[src/rtl/shared_buffer_slot_allocator_pkg.sv]
// Shared constants and helpers for the shared-buffer slot allocator.
package shared_buffer_slot_allocator_pkg;

    // Ceiling log2 with a floor of 1 so that single-entry ranges still get a bit.
    function automatic int clogb(input int value);
        int w;
        w = 1;
        while ((32'(1) << w) < value) begin
            w = w + 1;
        end
        return w;
    endfunction

    // Width of a slot index for a buffer of the given depth.
    function automatic int slot_addr_width(input int depth);
        return clogb(depth);
    endfunction

    // Width of a virtual-channel index.
    function automatic int vc_idx_width_of(input int num_vcs);
        return clogb(num_vcs);
    endfunction

    // The guaranteed reservations must fit inside the physical buffer.
    function automatic bit reservation_ok(input int depth, input int num_vcs, input int reserved);
        return (num_vcs * reserved) <= depth;
    endfunction

endpackage

[src/rtl/shared_buffer_slot_allocator_free_slot_fifo.sv]
// Circular list of free slot indices; resets holding every slot in ascending order.
module shared_buffer_slot_allocator_free_slot_fifo
    import shared_buffer_slot_allocator_pkg::*;
#(
    parameter int depth       = 32,
    parameter int addr_width  = 5,
    parameter int count_width = 6
) (
    input  logic                   clk,
    input  logic                   reset,
    input  logic                   pop,
    input  logic                   push,
    input  logic [addr_width-1:0]  push_slot,
    output logic [addr_width-1:0]  head_slot,
    output logic [count_width-1:0] count
);

    logic [addr_width-1:0]  slots [depth];
    logic [addr_width-1:0]  head;
    logic [addr_width-1:0]  tail;
    logic [count_width-1:0] count_q;

    // Pointers wrap at depth rather than at a power of two.
    function automatic logic [addr_width-1:0] wrap_inc(input logic [addr_width-1:0] ptr);
        return (ptr == addr_width'(depth - 1)) ? '0 : ptr + 1'b1;
    endfunction

    // Slot storage: reset seeds 0..depth-1, pushes write at the tail.
    always_ff @(posedge clk or negedge reset) begin
        if (!reset) begin
            for (int i = 0; i < depth; i++) begin
                slots[i] <= addr_width'(i);
            end
        end else if (push) begin
            slots[tail] <= push_slot;
        end
    end

    // Head/tail pointers and occupancy count.
    always_ff @(posedge clk or negedge reset) begin
        if (!reset) begin
            head    <= '0;
            tail    <= '0;
            count_q <= count_width'(depth);
        end else begin
            if (pop) begin
                head <= wrap_inc(head);
            end
            if (push) begin
                tail <= wrap_inc(tail);
            end
            case ({push, pop})
                2'b10:   count_q <= count_q + 1'b1;
                2'b01:   count_q <= count_q - 1'b1;
                default: count_q <= count_q;
            endcase
        end
    end

    assign head_slot = slots[head];
    assign count     = count_q;

endmodule

[src/rtl/shared_buffer_slot_allocator.sv]
// Free-slot manager for a shared input buffer with per-VC reservations and a shared pool.
module shared_buffer_slot_allocator
    import shared_buffer_slot_allocator_pkg::*;
#(
    parameter int memory_bank_depth   = 32,
    parameter int num_vcs             = 4,
    parameter int reserved_per_vc     = 2,
    localparam int memory_addr_width  = slot_addr_width(memory_bank_depth),
    localparam int vc_idx_width       = vc_idx_width_of(num_vcs),
    localparam int count_width        = clogb(memory_bank_depth + 1)
) (
    input  logic                         clk,
    input  logic                         reset,
    input  logic                         alloc_req,
    input  logic [vc_idx_width-1:0]      alloc_vc,
    output logic                         alloc_gnt,
    output logic [memory_addr_width-1:0] alloc_slot,
    input  logic                         free_valid,
    input  logic [vc_idx_width-1:0]      free_vc,
    input  logic [memory_addr_width-1:0] free_slot,
    output logic [num_vcs-1:0]           vc_can_alloc,
    output logic [count_width-1:0]       free_count,
    output logic                         memory_bank_full,
    output logic                         memory_bank_empty,
    output logic                         error_free
);

    // Index spaces rounded up to a power of two so any index value is addressable.
    localparam int vc_space   = 1 << vc_idx_width;
    localparam int slot_space = 1 << memory_addr_width;
    localparam logic [count_width-1:0] reserved_cnt = count_width'(reserved_per_vc);

    if (!reservation_ok(memory_bank_depth, num_vcs, reserved_per_vc)) begin : g_bad_cfg
        $error("reservations exceed memory_bank_depth");
    end

    logic [count_width-1:0] occ [num_vcs];
    logic [slot_space-1:0]  in_use;
    logic [count_width-1:0] deficit;
    logic [count_width-1:0] shared_avail;
    logic [vc_space-1:0]    can_padded;
    logic [vc_space-1:0]    occ_nz_padded;
    logic [num_vcs-1:0]     occ_nz;
    logic                   free_legal;
    logic [memory_addr_width-1:0] head_slot;

    shared_buffer_slot_allocator_free_slot_fifo #(
        .depth       (memory_bank_depth),
        .addr_width  (memory_addr_width),
        .count_width (count_width)
    ) u_free_slot_fifo (
        .clk       (clk),
        .reset     (reset),
        .pop       (alloc_gnt),
        .push      (free_legal),
        .push_slot (free_slot),
        .head_slot (head_slot),
        .count     (free_count)
    );

    // Unmet reservations across all VCs, and per-VC non-empty flags.
    always_comb begin
        deficit = '0;
        occ_nz  = '0;
        for (int v = 0; v < num_vcs; v++) begin
            if (occ[v] < reserved_cnt) begin
                deficit = deficit + (reserved_cnt - occ[v]);
            end
            occ_nz[v] = (occ[v] != '0);
        end
    end

    assign shared_avail = free_count - deficit;

    // A VC may allocate from its own reservation or from whatever the shared pool has left.
    always_comb begin
        vc_can_alloc = '0;
        for (int v = 0; v < num_vcs; v++) begin
            vc_can_alloc[v] = (free_count != '0) &&
                              ((occ[v] < reserved_cnt) || (shared_avail != '0));
        end
    end

    assign can_padded    = vc_space'(vc_can_alloc);
    assign occ_nz_padded = vc_space'(occ_nz);

    assign alloc_gnt  = alloc_req && can_padded[alloc_vc];
    assign alloc_slot = head_slot;

    // A slot granted this cycle is not yet in_use, so freeing it in the same cycle is rejected.
    assign free_legal = free_valid && in_use[free_slot] && occ_nz_padded[free_vc];

    // Per-VC occupancy; a grant and a legal free on the same VC cancel out.
    always_ff @(posedge clk or negedge reset) begin
        if (!reset) begin
            for (int v = 0; v < num_vcs; v++) begin
                occ[v] <= '0;
            end
        end else begin
            for (int v = 0; v < num_vcs; v++) begin
                if ((alloc_gnt && (alloc_vc == vc_idx_width'(v))) &&
                    !(free_legal && (free_vc == vc_idx_width'(v)))) begin
                    occ[v] <= occ[v] + 1'b1;
                end else if (!(alloc_gnt && (alloc_vc == vc_idx_width'(v))) &&
                             (free_legal && (free_vc == vc_idx_width'(v)))) begin
                    occ[v] <= occ[v] - 1'b1;
                end
            end
        end
    end

    // Slot ownership bitmap used to reject double frees.
    always_ff @(posedge clk or negedge reset) begin
        if (!reset) begin
            in_use <= '0;
        end else begin
            if (free_legal) begin
                in_use[free_slot] <= 1'b0;
            end
            if (alloc_gnt) begin
                in_use[alloc_slot] <= 1'b1;
            end
        end
    end

    // Sticky flag for any rejected free; only reset clears it.
    always_ff @(posedge clk or negedge reset) begin
        if (!reset) begin
            error_free <= 1'b0;
        end else if (free_valid && !free_legal) begin
            error_free <= 1'b1;
        end
    end

    assign memory_bank_full  = (free_count == '0);
    assign memory_bank_empty = (free_count == count_width'(memory_bank_depth));

endmodule

[config.mk]
export PLATFORM = sky130hd
export DESIGN_NAME = shared_buffer_slot_allocator
export DESIGN_NICKNAME = d
export VERILOG_FILES = /design/src/rtl/shared_buffer_slot_allocator_pkg.sv /design/src/rtl/shared_buffer_slot_allocator_free_slot_fifo.sv /design/src/rtl/shared_buffer_slot_allocator.sv
export SDC_FILE = /design/constraint.sdc
export NUM_CORES = 1
export LEC_CHECK = 0
export ABC_CLOCK_PERIOD_IN_PS = 23800
export BUFFER_PORTS_ARGS = -buffer_cell sky130_fd_sc_hd__buf_2
export CORE_ASPECT_RATIO = 1.5
export CORE_UTILIZATION = 39
export CTS_BUF_LIST = sky130_fd_sc_hd__clkbuf_16
export CTS_CLUSTER_SIZE = 10
export DETAILED_ROUTE_END_ITERATION = 10
export SKIP_LAST_GASP = 1
export SLEW_MARGIN = 15
export SYNTH_ARGS = -nofsm -noshare
export SYNTH_HDL_FRONTEND = slang
export SYNTH_SLANG_ARGS = --single-unit
[constraint.sdc]
create_clock -name clk -period 23.8 [get_ports clk]
set_input_delay 1.19 -clock clk [delete_from_list [all_inputs] [get_ports clk]]
set_output_delay 1.19 -clock clk [all_outputs]
set_load 0.03 [all_outputs]
==> impl_metrics.csv, run 1 <==
group,metric,value,unit
sta,worst_slack,15.17,ns
clock_network,path_clk_slew,0.06,ns
power,p_per_area,106,nW/um2
min_path,hp-class,"reg2reg",
yosys,synth-seq-cells,233,
critical_path,max_stage_delay,0.58,ns
final_layout,antenna_cells,0,
global_routing,grt_antenna_before_repair,0,
sta,clock.fmax,0.116,GHz
yosys,netlist_area,13300,um2
final_layout,layout_common_cells,"173 x mux2_2, 151 x dfrtp_1, 81 x dfstp_2, 65 x ha_1",
placement,place_ws,14.78,ns
yosys,synth_area_leaders,"dfrtp_1 29%, dfstp_2 16%, mux2_2 15%",
routing,routed_wl,29.6,mm
die,core_area,33400,um2
clock_network,clock_sinks,233,
critical_path,crit_path_frequent_cell,"ha_1",
clock_network,cts_buffer_depth,3,
yosys,seq_area_frac_synth,44.7,%
routing,routedWlPerCell,20.0,um
sta,fin_worst_skew,0.00817,ns
clock_network,cts_tree,"built",
global_routing,grt_usage,17.6,%
clock_network,clkLatencyLatePin,0.53,ns
yosys,ys_types,56,
clock_network,postCtsHoldBufs,0,
yosys,yosys.area.top_type,"dfrtp_1",
routing,first_iter_violations,464,
global_routing,grt_remaining_overflow,0,
routing,met1Wirelength,12.2,mm
yosys,synth_cells,1062,
global_routing,grt_pass1_wl,48.6,mm
clock_network,cts_resized,0,
yosys,synth_warnings,0,
sta,min_period,8.63,ns
final_layout,syn_to_final_growth,8.95,%
placement,io_buffers,31,
routing,vias,8200,
final_layout,stdcell_count,1480,
sta,period_share,36.3,%
sta,rsz0062_at_grt,"false",
critical_path,worstSetupEndpointType,"flop",
die,start_util,39.6,%
yosys,synth-async-reset-ratio,100,%
die,ios,32,
critical_path,cp_max_fo,5,
sta,holdWs,0.459,ns
yosys,synth_edf_count,0,
placement,place.gp.congestion,0.782,
sta,worst_slew_pin_slew,0.953,ns
routing,wl_met3,808,um
power,leakagePower,6.47,nW
critical_path,worstPathArrival,9.04,ns
run,cap_violations,0,
outcome,violations,"DRC",
routing,dr.pass1.iters,8,
routing,via_per_inst,5.54,
clock_network,cts_setup_buffers,0,
placement,hpwl,20.4,mm
final_layout,fin_nets,1125,
routing,ant_nets,0,
routing,met2_length,16.0,mm
final_layout,final_common_cell,"mux2_2",
critical_path,critPathTopFamily,"adder cells",
yosys,ys.flop_type,"dfrtp_1",
routing,routed.top_layer,"met4",
placement,place_inst,1429,
sta,finalHoldViolCount,0,
yosys,synth_top_area_share,28.7,%
sta,final-setup-viol-count,0,
global_routing,grt_max_degree,87,
final_layout,drive_gt1_share,36.8,%
die,die_h,228,um
power,ir_drop,0.0576,mV
outcome,status,"finished, violations left",
clock_network,cts-buffers-inserted,27,
die,rows,82,
routing,drc,3,
clock_network,clockRootBuffer,"clkbuf_16",
global_routing,grt_pass1_vias,8585,
critical_path,cp_num_buf_inv,2,
sta,finalSetupTns,0,ns
sta,final_max_slew_viol_count,0,
die,die_w,153,um
die,die_area,34800,um2
critical_path,cp_slowest_cell,"or4_4",
critical_path,crit_type,"reg2reg",
critical_path,critPathLaunchType,"flop",
clock_network,htree_levels,1,
yosys,syn_avg_cell_area,12.5,um2
sta,slew_headroom,36.5,%
critical_path,required,24.21,ns
## sequential cells by signal, indices dropped and copies added, names as in the netlist
| signal | flops |
|---|---|
| u_free_slot_fifo.slots | 160 |
| in_use | 32 |
| occ | 24 |
| u_free_slot_fifo.count | 6 |
| u_free_slot_fifo.head | 5 |
| u_free_slot_fifo.tail | 5 |
| error_free | 1 |
## cells by family (layout without fill, tap and decap cells)
family | Yosys count | count (layout) | share of synthesized area, %
AND/OR/NAND/NOR | 213 | 213 | 8.72
other | 1 | 2 | 0.0283
flip-flops | 233 | 233 | 44.7
adder cells (fa/ha/maj) | 72 | 72 | 7.19
multiplexers | 236 | 236 | 25.0
AO/OA/AOI/OAI | 133 | 133 | 7.37
XOR/XNOR | 43 | 43 | 2.95
buffers and inverters | 131 | 128 | 3.97
## where the power goes
group          internal (mW)  switching, mW  total, mW  leakage [nW]
clock                  0.202          0.157      0.359         0.442
sequential             0.455         0.0591      0.514          2.87
combinational          0.301          0.360      0.661          3.16
total                  0.958          0.576       1.53          6.47
## path summary, 6_finish.rpt
| path | start | to | slack [ns] | cells after the start |
|---|---|---|---|---|
| min | error_free | error_free | 0.46 | 1 |
| max | occ[21] | occ[23] | 15.17 | 32 |
| min in group asynchronous | reset | occ[16] | 0.66 | 1 |
| max in group asynchronous | reset | u_free_slot_fifo.slots[25] | 21.84 | 2 |
| min reg2reg | error_free | error_free | 0.46 | 1 |
| max reg2reg | occ[21] | occ[23] | 15.17 | 32 |
## per-layer routing
layer | track usage, % | vias to the layer above
met1 | 21.5 | 4196
li1 | - | 3833
met2 | 32.9 | 133
met5 | 0 | -
met3 | 1.82 | 38
met4 | 4.73 | 0
## per-stage QoR
stage | total power, mW | util, % | area [um2]
floorplan | 1.03 | - | 13300
global placement | 1.17 | 40.8 | 13600
detailed placement | 1.18 | 40.8 | 13600
CTS | 1.55 | 43.0 | 14400
global route | 1.65 | 43.2 | 14400
finish | 1.53 | 43.2 | 14400
## worst reg2reg max path, delay by kind of cell (launching register included)
kind	cells	cell delay, ns
fa+ha+maj	10	3.49
buf+inv	2	0.16
flops	1	0.40
mux	2	0.39
xor+xnor	3	0.78
compound gates	8	1.74
simple gates	7	1.58
## synth_stat cells (2+ instances only)
library cell and n:
nand3_1 42, nor3_1 9, mux2_2 173, o2bb2ai_1 2
a21boi_0 5, a31oi_1 3, buf_4 4, o21a_1 2
nand2_1 40, mux2_1 2, dfrtp_1 152, nor2b_1 7
nand3b_1 3, xnor2_1 24, and3b_1 9, mux4_2 59
dfstp_2 81, fa_1 7, o21ai_0 26, xor2_1 18
and3_1 38, and2_1 6, o21bai_1 4, buf_1 8
mux2i_1 2, buf_2 10, nand2b_1 5, nor2_1 36
nor3b_1 10, inv_1 39, a22oi_1 4, a32o_1 33
a211oi_1 2, a21oi_1 32, ha_1 65, clkbuf_1 69
a21o_1 12
## final cells by class
cell class | instances | area, um2
clock buffers | 27 | 676
clock inverters | 22 | 82.6
fillers | 3099 | 19000
inverters | 39 | 146
multi-input cells | 699 | 6820
flip-flops and latches | 233 | 5930
well taps | 420 | 526
repair buffers | 40 | 265
No activity file was read; power rests on OpenSTA's default activity.
==> inputs of run 2 (changes only) <==
- ABC_CLOCK_PERIOD_IN_PS: 23800 -> 7400
- clock period: 23.8 -> 7.4 ns (I/O delays scaled with it)
==> impl_metrics.csv, run 2 (synthesis results as in run 1) <==
group,metric,value,unit
outcome,status,"finished, violations left",
outcome,violations,"DRC, setup timing",
final_layout,largest_register,"u_free_slot_fifo.slots",
clock_network,clkLatencyLatePin,0.55,ns
power,ir_drop,0.220,mV
critical_path,cp_max_fo,5,
critical_path,cp_slowest_cell,"or4_4",
sta,finalHoldViolCount,0,
critical_path,crit_type,"reg2reg",
min_path,hp-class,"in2reg",
power,internal_power,3.64,mW
placement,io_buffers,31,
routing,dr.pass1.iters,7,
sta,rsz0062_at_grt,"true",
clock_network,htree_levels,1,
sta,fin_worst_skew,0.0185,ns
run,cap_violations,0,
placement,place_inst,1477,
die,ios,32,
clock_network,cts_buffer_depth,3,
sta,worst_slack,-0.0256,ns
critical_path,critPathLaunchType,"flop",
sta,worst_slew_pin_slew,1.06,ns
sta,final-setup-viol-count,4,
final_layout,final_common_cell,"mux2_2",
clock_network,path_clk_slew,0.06,ns
final_layout,reg_top3,"u_free_slot_fifo.slots: 160 flops, in_use: 32 flops, occ: 24 flops",
die,core_area,33400,um2
min_path,min_path_cells,2,
die,die_w,153,um
power,power.switching,2.16,mW
sta,clock.fmax,0.135,GHz
die,rows,82,
final_layout,drive_gt1_share,46.1,%
sta,min_period,7.43,ns
placement,place.gp.congestion,0.815,
routing,first_iter_violations,414,
global_routing,grt_remaining_overflow,0,
global_routing,grt_usage,18.4,%
final_layout,stdcell_count,1542,
global_routing,grt_pass1_wl,50.6,mm
routing,routed_wl,31.4,mm
power,leakagePower,6.84,nW
routing,via_per_inst,5.55,
final_layout,antenna_cells,0,
final_layout,layout_common_cells,"172 x mux2_2, 151 x dfrtp_1, 81 x dfstp_2, 59 x mux4_2, 56 x buf_4",
global_routing,grt_pass1_vias,9150,
sta,period_share,100,%
power,power_frac_comb,49.1,%
clock_network,clock_sinks,233,
routing,drc,6,
die,die_area,34800,um2
sta,slew_headroom,29.1,%
clock_network,clockRootBuffer,"clkbuf_16",
critical_path,max_stage_delay,0.56,ns
sta,final_max_slew_viol_count,0,
critical_path,required,7.84,ns
routing,vias,8559,
critical_path,worstPathArrival,7.86,ns
global_routing,grt_max_degree,132,
final_layout,syn_to_final_growth,16.2,%
power,seqPwrFrac,29.2,%
critical_path,rr_worst_depth,33,
routing,ant_nets,0,
die,die_h,228,um
die,start_util,39.6,%
clock_network,cts-buffers-inserted,28,
routing,routedWlPerCell,20.3,um
final_layout,largest_reg_flops,160,
final_layout,fillers,3047,
final_layout,fin_nets,1186,
clock_network,cts_tree,"built",
critical_path,worstSetupEndpointType,"flop",
final_layout,final_util,46.1,%
power,p_per_area,376,nW/um2
placement,hpwl,21.2,mm
power,p_sw_share,37.3,%
sta,finalSetupTns,-0.0663,ns
global_routing,grt_antenna_before_repair,0,
power,clkPwrFrac,21.7,%
==> run 2: cell count changes in the layout (fill, tap and decap cells not counted), moves of 6 or more <==
cell     delta
a21oi_2    +11
fa_2        +6
ha_1       -20
ha_4       +15
o21ai_1     +9
a21oi_1    -12
o21ai_0    -11
fa_1        -6
buf_4      +49
buf_6      +12
inv_1       -7
==> run 2: layout make-up <==
type / count / area (um2) / area share, %
clock buffer: 29 / 726 / 4.71
clock inverter: 22 / 114 / 0.739
inverter: 39 / 149 / 0.966
multi-input combinational: 699 / 7240 / 46.9
sequential: 233 / 5930 / 38.5
tap: 420 / 526 / 3.41
timing repair buffer: 100 / 731 / 4.74
==> run 2: stage by stage <==
stage               worst slack (ns)  area, um2  power (mW)  hold slack (ns)
global route                  -0.404      15400        6.21           0.0730
floorplan                    -0.0103      13400        3.39           0.0744
detailed placement            -0.345      14100        4.18            0.440
global placement              -0.187      14100        4.12            0.435
CTS                          -0.0271      15100        5.62           0.0530
finish                       -0.0256      15400        5.80           0.0752
==> run 2: per-layer routing <==
layer | vias to the layer above | share of wire (%) | GRT usage, %
li1 | 3948 | - | -
met1 | 4414 | 40 | 21.3
met2 | 139 | 54 | 34.2
met3 | 58 | 3.2 | 2.39
met4 | 0 | 3.0 | 7.10
met5 | - | 0 | 0
==> run 2: worst max-delay path: cells and delay by family, from the launching register on <==
kind                       cells  cell delay (ns)
AOI/OAI and AO/OA              8             1.27
xor gates and xnor gates       3             0.55
adders and majority gates     10             3.14
buffers and inverters          3             0.23
DFF                            1             0.38
muxes                          2             0.37
and+or+nand+nor                7             1.35
==> run 2: what timing repair did <==
| item | in CTS | in global routing |
|---|---|---|
| setup endpoints to repair | 18 | 23 |
| hold buffers | 1 | 0 |
| buffers inserted | 6 | 9 |
| hold endpoints to repair | 16 | 0 |
| resized for setup | 17 | 61 |
| pin swaps | 17 | 41 |
==> run 2: final timing paths <==
| check | from | endpoint | slack (ns) |
|---|---|---|---|
| worst max register to register | occ[22] | occ[17] | -0.03 |
| min in group asynchronous | reset | u_free_slot_fifo.tail[3] | 0.51 |
| max in group asynchronous | reset | in_use[20] | 5.47 |
| worst max-delay path | occ[22] | occ[17] | -0.03 |
| worst min-delay path | free_valid | error_free | 0.08 |
| worst min register to register | error_free | error_free | 0.45 |
==> run 2: power groups by stage <==
| stage | clock network [mW] | logic, mW | registers, mW |
|---|---|---|---|
| 2_1_floorplan | 0 | 1.74 | 1.64 |
| 3_3_place_gp | 0 | 2.42 | 1.70 |
| 3_5_place_dp | 0 | 2.47 | 1.71 |
| 4_1_cts | 1.30 | 2.64 | 1.69 |
| 5_1_grt | 1.35 | 3.14 | 1.73 |
| 6_report | 1.26 | 2.85 | 1.69 |
==> inputs of run 3 (changes only) <==
- ABC_CLOCK_PERIOD_IN_PS: 7400 -> 8550
- clock period: 7.4 -> 8.55 ns (I/O delays scaled with it)
==> impl_metrics.csv, run 3 (synthesis results as in run 1) <==
group,metric,value,unit
clock_network,clockRootBuffer,"clkbuf_16",
sta,period_share,96.1,%
routing,wl_met3,823,um
critical_path,crit_path_frequent_cell,"ha_1",
critical_path,r2r_end,"occ[23]",
sta,final-setup-viol-count,0,
min_path,min_path_cells,2,
power,leakagePower,6.49,nW
placement,place.gp.congestion,0.826,
die,die_w,153,um
die,core_area,33400,um2
routing,routed.top_layer,"met4",
routing,routed_wl,29.8,mm
placement,io_buffers,31,
final_layout,syn_to_final_growth,9.41,%
final_layout,fillers,3105,
global_routing,grt_pass1_vias,8723,
sta,min_period,8.21,ns
critical_path,crit_cells,32,
die,start_util,39.6,%
final_layout,fin_nets,1129,
clock_network,path_clk_slew,0.06,ns
placement,place_ws,0.118,ns
routing,via_per_inst,5.60,
sta,clock.fmax,0.122,GHz
power,clkPwrFrac,24.2,%
critical_path,rrSetupSlack,0.34,ns
critical_path,cp_num_buf_inv,2,
outcome,violations,"DRC",
die,die_h,228,um
critical_path,critPathLaunchType,"flop",
power,power.switching,1.63,mW
die,die_area,34800,um2
clock_network,clock_sinks,233,
critical_path,cp_max_fo,5,
run,cap_violations,0,
sta,worst_slew_pin_slew,0.927,ns
min_path,min_from,"free_valid",
global_routing,grt_max_degree,104,
clock_network,clkLatencyLatePin,0.54,ns
routing,first_iter_violations,534,
power,finalPower,4.34,mW
min_path,hp-class,"in2reg",
power,ir_drop,0.153,mV
final_layout,largest_register,"u_free_slot_fifo.slots",
critical_path,worstSetupEndpointType,"flop",
critical_path,required,8.97,ns
sta,finalHoldViolCount,0,
sta,worst_slack,0.337,ns
power,p_per_area,299,nW/um2
die,rows,82,
critical_path,r2r-start,"occ[21]",
critical_path,worstPathArrival,8.63,ns
sta,finalSetupTns,0,ns
routing,dr.pass1.iters,7,
sta,fin_worst_skew,0.0110,ns
final_layout,reg_top3,"u_free_slot_fifo.slots: 160 flops, in_use: 32 flops, occ: 24 flops",
critical_path,cp_slowest_cell,"or4_4",
outcome,status,"finished, violations left",
global_routing,grt_usage,17.6,%
power,p_sw_share,37.5,%
routing,ant_nets,0,
final_layout,drive_gt1_share,37.8,%
routing,met2_length,16.0,mm
global_routing,grt_remaining_overflow,0,
sta,slew_headroom,38.2,%
critical_path,rr_worst_depth,32,
clock_network,cts_buffer_depth,3,
routing,met1Wirelength,12.0,mm
global_routing,grt_pass1_wl,48.7,mm
critical_path,crit_type,"reg2reg",
placement,hpwl,20.7,mm
global_routing,grt_antenna_before_repair,0,
clock_network,cts_tree,"built",
final_layout,antenna_cells,0,
sta,final_max_slew_viol_count,0,
power,power_frac_comb,42.4,%
min_path,min_to,"error_free",
final_layout,final_common_cell,"mux2_2",
power,seqPwrFrac,33.4,%
routing,drc,3,
sta,holdWs,0.146,ns
die,ios,32,
routing,vias,8303,
critical_path,critPathTopFamily,"adder cells",
final_layout,largest_reg_flops,160,
power,internal_power,2.71,mW
final_layout,final_util,43.4,%
final_layout,layout_common_cells,"173 x mux2_2, 151 x dfrtp_1, 81 x dfstp_2, 64 x ha_1, 59 x mux4_2",
critical_path,max_stage_delay,0.59,ns
clock_network,cts-buffers-inserted,28,
clock_network,htree_levels,1,
routing,routedWlPerCell,20.1,um
-- run 3: worst max-delay path by stage --
stage | startpoint | to | slack (ns)
6_report | occ[21] | occ[23] | 0.34
5_1_grt | occ[21] | occ[23] | -0.006
4_1_cts | occ[21] | occ[23] | 0.13
3_5_place_dp | occ[21] | occ[23] | 0.12
3_3_place_gp | occ[21] | occ[23] | 0.31
2_1_floorplan | occ[21] | occ[23] | 0.69
-- run 3: area by class of cell --
type / instances / area (um2) / share of cell area, %
timing repair buffer: 43 / 258 / 1.78
multi-input combinational: 699 / 6830 / 47.1
clock buffer: 29 / 726 / 5.00
tap: 420 / 526 / 3.62
clock inverter: 21 / 86.3 / 0.595
sequential: 233 / 5930 / 40.9
inverter: 39 / 146 / 1.01
-- run 3: repair_timing --
item / in CTS / in global routing
setup endpoints to repair: 0 / 4
endpoints found under the hold margin: 51 / 0
hold buffers: 1 / 0
gates resized for setup: 0 / 4
buffers inserted: 0 / 2
-- run 3: per-layer routing --
metal / vias to the layer above / GRT usage, %
li1: 3838 / -
met1: 4275 / 21.1
met2: 126 / 32.4
met3: 64 / 1.75
met4: 0 / 6.44
met5: - / 0
-- run 3: per-stage QoR --
step / area (um2) / cells
finish: 14500 / 1484
global route: 14500 / 1484
CTS: 14500 / 1482
detailed placement: 13700 / 1431
global placement: 13700 / 1431
floorplan: 13300 / 1063
-- run 3: power by group through the flow --
| stage | Sequential [mW] | Clock [mW] | Combinational (mW) |
|---|---|---|---|
| 3_5_place_dp | 1.47 | 0 | 1.83 |
| 2_1_floorplan | 1.42 | 0 | 1.45 |
| 3_3_place_gp | 1.47 | 0 | 1.80 |
| 4_1_cts | 1.46 | 1.08 | 1.84 |
| 6_report | 1.45 | 1.05 | 1.84 |
| 5_1_grt | 1.48 | 1.12 | 2.07 |
